`src/rtl/hazard_pkg.sv`:
```
// Shared types and constants for the pipeline hazard unit.
// Optional performance counters are enabled by defining HAZARD_PERF_CNT_EN.
package hazard_pkg;

    localparam int unsigned REG_W = 5;
    localparam int unsigned FWD_W = 2;
    localparam int unsigned CNT_PERF_W = 32;
    localparam int unsigned MD_CYCLES_DEFAULT = 4;

    localparam logic [FWD_W-1:0] FWD_RD  = 2'b00;
    localparam logic [FWD_W-1:0] FWD_WB  = 2'b01;
    localparam logic [FWD_W-1:0] FWD_MEM = 2'b10;

    typedef enum logic [1:0] {
        IDLE = 2'b00,
        BUSY = 2'b01,
        DONE = 2'b10
    } mdState_t;

    // Operand forwarding select; the younger Memory-stage result wins over Writeback.
    function automatic logic [FWD_W-1:0] fwdSelect(
        input logic             regWriteM,
        input logic [REG_W-1:0] rdM,
        input logic             regWriteW,
        input logic [REG_W-1:0] rdW,
        input logic [REG_W-1:0] rs
    );
        if (regWriteM && (rdM == rs) && (rdM != '0)) begin
            return FWD_MEM;
        end
        if (regWriteW && (rdW == rs) && (rdW != '0)) begin
            return FWD_WB;
        end
        return FWD_RD;
    endfunction

endpackage

```
`src/rtl/hazard_unit_md_sequencer.sv`:
```
// Mul/div sequencer: holds the pipeline for MD_CYCLES cycles and emits start/done pulses.
import hazard_pkg::*;

module md_sequencer #(
    parameter int unsigned MD_CYCLES = MD_CYCLES_DEFAULT
) (
    input  logic clk,
    input  logic rst_n,
    input  logic MulDivE,
    output logic mdStall,
    output logic MDStartE,
    output logic MDDoneE
);

    localparam int unsigned CNT_W = $clog2(MD_CYCLES + 1);
    // The IDLE cycle that accepts the op is the first stall cycle, so BUSY lasts one fewer.
    localparam logic [CNT_W-1:0] CNT_LOAD = CNT_W'(MD_CYCLES - 1);
    localparam logic [CNT_W-1:0] CNT_ONE  = CNT_W'(1);

    mdState_t         state;
    mdState_t         stateNext;
    logic [CNT_W-1:0] count;
    logic [CNT_W-1:0] countNext;

    always_ff @(posedge clk or negedge rst_n) begin
        if (!rst_n) begin
            state <= IDLE;
            count <= '0;
        end else begin
            state <= stateNext;
            count <= countNext;
        end
    end

    // Accept is gated by rst_n so a held MulDivE cannot stall the pipe during reset.
    always_comb begin
        stateNext = state;
        countNext = count;
        mdStall   = 1'b0;
        MDStartE  = 1'b0;
        MDDoneE   = 1'b0;
        case (state)
            IDLE: begin
                if (MulDivE && rst_n) begin
                    stateNext = BUSY;
                    countNext = CNT_LOAD;
                    mdStall   = 1'b1;
                    MDStartE  = 1'b1;
                end
            end
            BUSY: begin
                mdStall = 1'b1;
                if (count <= CNT_ONE) begin
                    stateNext = DONE;
                    countNext = '0;
                end else begin
                    countNext = count - CNT_ONE;
                end
            end
            DONE: begin
                MDDoneE   = 1'b1;
                stateNext = IDLE;
            end
            default: begin
                stateNext = IDLE;
                countNext = '0;
            end
        endcase
    end

endmodule

```
`src/rtl/hazard_unit.sv`:
```
// Pipeline hazard unit: forwarding, load-use stall, branch flush and mul/div stall.
// Define HAZARD_PERF_CNT_EN to build the stall/flush performance counters.
import hazard_pkg::*;

module hazard_unit #(
    parameter int unsigned MD_CYCLES = MD_CYCLES_DEFAULT
) (
    input  logic        clk,
    input  logic        rst_n,
    input  logic [4:0]  Rs1D,
    input  logic [4:0]  Rs2D,
    input  logic [4:0]  Rs1E,
    input  logic [4:0]  Rs2E,
    input  logic [4:0]  RdE,
    input  logic [4:0]  RdM,
    input  logic [4:0]  RdW,
    input  logic        RegWriteM,
    input  logic        RegWriteW,
    input  logic        ResultSrcE0,
    input  logic        PCSrcE,
    input  logic        MulDivE,
    output logic [1:0]  ForwardAE,
    output logic [1:0]  ForwardBE,
    output logic        StallF,
    output logic        StallD,
    output logic        StallE,
    output logic        FlushD,
    output logic        FlushE,
    output logic        FlushM,
    output logic        MDStartE,
    output logic        MDDoneE,
    output logic [31:0] StallCount,
    output logic [31:0] FlushCount
);

    logic lwStall;
    logic mdStall;

    assign ForwardAE = fwdSelect(RegWriteM, RdM, RegWriteW, RdW, Rs1E);
    assign ForwardBE = fwdSelect(RegWriteM, RdM, RegWriteW, RdW, Rs2E);

    assign lwStall = ResultSrcE0 && (RdE != '0) && ((RdE == Rs1D) || (RdE == Rs2D));

    md_sequencer #(
        .MD_CYCLES(MD_CYCLES)
    ) u_mdSeq (
        .clk     (clk),
        .rst_n   (rst_n),
        .MulDivE (MulDivE),
        .mdStall (mdStall),
        .MDStartE(MDStartE),
        .MDDoneE (MDDoneE)
    );

    // A mul/div in flight freezes F/D/E and bubbles M; branch and load-use wait behind it.
    always_comb begin
        StallF = 1'b0;
        StallD = 1'b0;
        StallE = 1'b0;
        FlushD = 1'b0;
        FlushE = 1'b0;
        FlushM = 1'b0;
        if (mdStall) begin
            StallF = 1'b1;
            StallD = 1'b1;
            StallE = 1'b1;
            FlushM = 1'b1;
        end else begin
            StallF = lwStall;
            StallD = lwStall;
            FlushD = PCSrcE;
            FlushE = lwStall || PCSrcE;
        end
    end

`ifdef HAZARD_PERF_CNT_EN
    logic [CNT_PERF_W-1:0] stallCnt;
    logic [CNT_PERF_W-1:0] flushCnt;

    // Saturating event counters.
    always_ff @(posedge clk or negedge rst_n) begin
        if (!rst_n) begin
            stallCnt <= '0;
            flushCnt <= '0;
        end else begin
            if (StallF && (stallCnt != '1)) begin
                stallCnt <= stallCnt + CNT_PERF_W'(1);
            end
            if (FlushE && (flushCnt != '1)) begin
                flushCnt <= flushCnt + CNT_PERF_W'(1);
            end
        end
    end

    assign StallCount = stallCnt;
    assign FlushCount = flushCnt;
`else
    assign StallCount = '0;
    assign FlushCount = '0;
`endif

endmodule

```
`config.mk`:
```
export PLATFORM = sky130hd
export DESIGN_NAME = hazard_unit
export DESIGN_NICKNAME = d
export VERILOG_FILES = /design/src/rtl/hazard_pkg.sv /design/src/rtl/hazard_unit_md_sequencer.sv /design/src/rtl/hazard_unit.sv
export SDC_FILE = /design/constraint.sdc
export NUM_CORES = 1
export LEC_CHECK = 0
export ABC_AREA = 1
export CAP_MARGIN = 20
export CORE_UTILIZATION = 32
export DETAILED_ROUTE_END_ITERATION = 7
export PLACE_DENSITY = 0.82
export SLEW_MARGIN = 30
export SYNTH_ARGS = -nofsm -noshare
export SYNTH_HDL_FRONTEND = slang
export SYNTH_SLANG_ARGS = --single-unit
```
`constraint.sdc`:
```
create_clock -name clk -period 1.3 [get_ports clk]
set_input_delay 0.195 -clock clk [delete_from_list [all_inputs] [get_ports clk]]
set_output_delay 0.195 -clock clk [all_outputs]
set_load 0.02 [all_outputs]
```
# Word level (Yosys, flattened, before mapping)
# Cells that the tools add are included.
# Widths: inputs -> output; s select.
[word_totals]
ff_bits = 5
inputBits = 42
out_inout_bits = 76
wordCells = 62
[classes]
add_sub_neg = 1
n_lt_le_gt_ge = 1
n_eq_ne = 10
mux = 28
n_bitwise = 1
reduce_logical = 19
[op_table]
columns = ["op", "n"]
rows = [
  ["$eq 5x5->1", 6],
  ["$mux 2", 10],
  ["$reduce_bool 5->1", 3],
  ["$mux 1", 13],
  ["$logic_and 1x1->1", 11],
  ["$pmux 3 s3", 1],
  ["$mux 3", 2],
  ["$ne 2x1->1 const B", 2],
  ["$pmux 2 s2", 1],
  ["$reduce_and 2->1", 2],
  ["$le 3x1->1 const B", 1],
  ["$sub 3x1->3 const B", 1],
  ["$eq 2x1->1 const B", 1],
  ["$eq 2x2->1 const B", 1],
  ["$logic_not 2->1", 1],
  ["$logic_or 1x1->1", 2],
  ["$pmux 1 s2", 1],
  ["$not 1->1", 1],
]

# Longest topological paths before layout
[depth]
word_depth = 7
ltp_mapped = 9
mapped_depth_nobuf = 8

# Modules after synthesis
# A second synthesis with hierarchy kept.
[hier_totals]
cells_unflattened = 224
hier_area_um2 = 1332.5
[by_module_without_submodules]
columns = ["mod", "n_inst", "cells_each", "area_each_um2", "seq_area_each_um2"]
rows = [
  ["hazard_unit", 1, 188, 1047.3, 0.0],
  ["md_sequencer", 1, 36, 285.3, 125.1],
]

# Worst setup path after synthesis
# OpenSTA, ideal clock, no wires.
[synth_timing]
path_kind = "reg-to-output"
startpoint = "register u_mdSeq.state[1]"
endpoint = "output StallF"
arrival_time_ns = 1.214
t_required_ns = 1.105
slack_ns = -0.109
path_stages_with_launch = 7
n_path_buf = 1
path_cell_list = "dfrtp_1 > inv_2 > nand3_1 > nor2_2 > nor2_2 > nand2_1 > buf_4"
[synth_via]
elab_chain_cells = 3
word_cells_on_any_way = 4
classes_between = "1 x eq/ne; 2 x mux; 1 x reduce/logical"
[synth_rtl]
columns = ["element", "line", "rtl"]
rows = [
  ["start, declared", "hazard_unit_md_sequencer.sv:20", "mdState_t state;"],
  ["start signal, assigned", "hazard_unit_md_sequencer.sv:30", "state <= stateNext;"],
  ["$eq 2x1->1 / $logic_not 2->1 (equally long branches)", "hazard_unit_md_sequencer.sv:42", "case (state)"],
  ["$pmux 1 s2 (*)", "hazard_unit_md_sequencer.sv:42", ""],
  ["$mux 1 (*)", "--", ""],
  ["end, declared", "hazard_unit.sv:24", "output logic StallF,"],
]
# Every way passes the cells marked *; elsewhere a longest branch is shown, timed or not.

# Worst setup path in the final report
[layout_timing]
startpoint = "register u_mdSeq.state[1]"
endpoint = "output FlushM"
[layout_via]
elab_chain_cells = 3
word_cells_on_any_way = 4
classes_between = "1 x eq/ne; 2 x mux; 1 x reduce/logical"
[layout_rtl]
columns = ["element", "line", "rtl"]
rows = [
  ["$eq 2x1->1 / $logic_not 2->1 (equally long branches)", "hazard_unit_md_sequencer.sv:42", ""],
  ["$pmux 1 s2 (*)", "hazard_unit_md_sequencer.sv:42", ""],
  ["$mux 1 (*)", "hazard_unit.sv:63", "if (mdStall) begin"],
  ["end, declared", "hazard_unit.sv:29", "output logic FlushM,"],
]
# Marks and branches as above.

==> summary.txt <==
Critical path
  • Crit path DAT: 1.26 ns
  • CP required: 1.11 ns
  • Reg-to-reg startpoint: u_mdSeq.state[1]$_DFFE_PN0P_
  • Critical setup path kind: register to primary output
  • CP top delay family: flip-flops
  • Crit end category: primary output
  • Worst-path cell chain: inv_2, nand3_4, nor2_4, nor2_4, inv_2, buf_6, buf_6
  • CP bufs+invs: 4
  • Critical path's slowest cell: dfrtp_1
  • Slowest stage delay, CP: 0.37 ns
  • Max FO, Critical Path: 4
  • Setup crit start kind: register
  • Worst Setup SP: u_mdSeq.state[1]$_DFFE_PN0P_

Yosys
  • Async S/R FF share, synth: 100%
  • Syn Area/Cell: 5.92 um^2
  • Netlist Area Pre-Place: 1330 um^2
  • Count of different cell masters after synthesis: 24
  • Ys flop type: dfrtp_1
  • Post-Synthesis Cells: 224
  • Post-synth EDFFs: 0
  • Synthesized flop and latch total: 5
  • Sequential-to-total area share from yosys stat: 9.43%
  • Yosys warning count: 0

Worst hold path
  • Hold crit path type: primary input to async pin

Drt
  • DR vias: 1335
  • Total detailed-routing wirelength: 2.84 mm
  • DRC: 0
  • Initial DRC Count: 19
  • Vias per cell: 3.95
  • Drt pass-1 iters: 6
  • Wire per inst: 8.39 um
  • Final ANT Viol Nets: 0

Floorplan
  • # rows: 23
  • IO Count: 118
  • Initial core utilization: 33.2%
  • Die ar.: 4410 um^2
  • Die X-Extent: 66.4 um
  • Core area: 4000 um^2
  • Die Y: 66.4 um

Clocking
  • H-tree levels: 1
  • Clock Tree Buf Depth: 2
  • CTS sink cnt: 5
  • Worst-path clk slew: 0.04 ns
  • TritonCTS clock tree: done
  • TritonCTS Buffers: 3
  • Worst skew pair latency: 0.22 ns
  • Root Buffer Master: clkbuf_8

STA
  • PnR worst setup slack: -0.150 ns
  • Fin crit period: 1.45 ns
  • Slew Viols, Final: 0
  • Final setup viols: 7
  • Fmax: 689 MHz
  • Final Hold Viols: 0
  • RSZ-0062 raised after global routing: true
  • Post-route clock period utilization: 112%
  • Worst Clk Skew: 0.000779 ns

Global routing
  • Global-route wire length before repair: 4.14 mm
  • GRT Util Overall: 11.7%
  • GRT overflow: 0
  • Initial antenna violation count: 0
  • Vias in the first global route: 1099
  • Largest net degree at the start of global routing: 6

Pwr
  • Net Sw Frac: 48.3%
  • Int Pwr: 1020 uW
  • P_leak: 0.00105 uW
  • Clock network power share: 14.5%
  • Sw Pwr: 956 uW
  • P per Cell Area: 1130 nW/um^2
  • Comb pwr share: 71.4%
  • Sequential Power Share: 14.1%
  • Largest vdd supply drop: 0.466 mV

Place
  • HPWL Detailed: 2.21 mm
  • Dpl ws: -0.787 ns
  • Dpl cell area: 1700 um^2
  • # port buffers: 53
  • GPL Wtd Cong: 0.742

Cells and area
  • Most common cell after layout, fill and taps aside: conb_1
  • Layout cells sized above 1: 28.8%
  • ANT cells: 0
  • Nets@finish: 333
  • P&R area growth vs syn: 32.5%
  • Fill cells: 422
  • Post-Layout Inst Area: 1760 um^2
  • Commonest non-fill, non-tap cells in the layout: conb_1, nand2_1, inv_2

Outcome
  • Status: complete, but fails checks
  • Failing checks: negative setup slack

Run
  • Max cap viols: 0
-- cell usage after synthesis (3+ instances only) --
library cell	count	share of area (%)
buf_4	66	37
dfrtp_1	5	9.4
inv_1	26	7.4
inv_2	9	2.5
nand2_1	51	14
nand3_1	7	2.6
nand4_1	4	1.9
nor2_1	19	5.4
nor2_2	3	1.4
nor3_1	4	1.5
o21ai_0	5	1.9
o22ai_1	3	1.4
xnor2_1	3	2.0
xor2_1	5	3.3
-- sequential cells by signal (all words and copies together) (netlist names) --
signal         cells
u_mdSeq.count      3
u_mdSeq.state      2
-- area by class of cell --
cell class,instances,area [um^2],area share (%)
multi-input cells,180,897,51.1
repair buffers,63,490,27.9
inverters,36,135,7.69
flip-flops and latches,5,125,7.12
well taps,50,62.6,3.56
clock buffers,3,41.3,2.35
clock inverters,1,5.00,0.285
-- per-stage QoR --
stage	util [%]	std cells	hold slack, ns	power (uW)	TNS [ns]
6_report	43.9	338	0.0674	1980	-0.714
5_1_grt	43.9	338	0.0720	2150	-1.27
4_1_cts	44.1	336	0.0627	1950	-0.467
3_5_place_dp	42.4	328	0.502	1550	-7.65
3_3_place_gp	42.4	328	0.504	1520	-7.51
2_1_floorplan	-	287	-0.101	1230	-0.00591
-- path summary, 6_finish.rpt --
kind / end / slack (ns) / depth (start not counted)
hold reg to reg: u_mdSeq.state[1]$_DFFE_PN0P_ / 0.56 / 3
setup / recovery: FlushM / -0.15 / 7
hold / removal: u_mdSeq.state[0]$_DFFE_PN0P_ / 0.07 / 2
setup reg to reg: u_mdSeq.count[2]$_DFFE_PN0P_ / 0.05 / 8
max in group asynchronous: u_mdSeq.count[0]$_DFFE_PN0P_ / 1.12 / 2
min in group clk: u_mdSeq.state[1]$_DFFE_PN0P_ / 0.56 / 3
-- cell families (layout without fill, tap and decap cells) --
kind of cell    count (synthesis)  in the layout  synth area share (%)
fa+ha+maj                       2              2                  1.89
simple gates                   91             91                  28.7
buf+inv                       102            103                  47.5
flops                           5              5                  9.43
xor+xnor                        8              8                  5.28
compound gates                 15             15                  6.89
other cells                     1             64                 0.283
-- layer usage --
layer	track usage (%)	up-vias	wire (um)
li1	-	678	-
met1	11.9	584	1030
met2	24.9	71	1570
met3	1.03	2	213
met4	2.39	0	23
met5	0	-	0
-- timing repair --
action / CTS / global route
setup endpoints to repair: 12 / 12
gates cloned: 0 / 0
setup buffers: 4 / 2
pin swaps: 28 / 25
resized for setup: 144 / 40
hold buffers: 0 / 0
-- power by group through the flow --
stage | Clock [uW] | Combinational (uW) | Sequential (uW)
after floorplan | 0 | 948 | 281
after global placement | 0 | 1250 | 275
after detailed placement | 0 | 1270 | 281
after CTS | 297 | 1370 | 281
after global routing | 313 | 1540 | 292
final | 287 | 1410 | 279
-- worst register-to-register path: cells and delay by family, from the launching register on --
family / cells / cell delay [ns]
flip-flops: 1 / 0.37
buffers and inverters: 3 / 0.35
AND/OR/NAND/NOR: 3 / 0.22
XOR/XNOR: 1 / 0.14
AO/OA/AOI/OAI: 1 / 0.10
(Power assumes the default switching activity.)
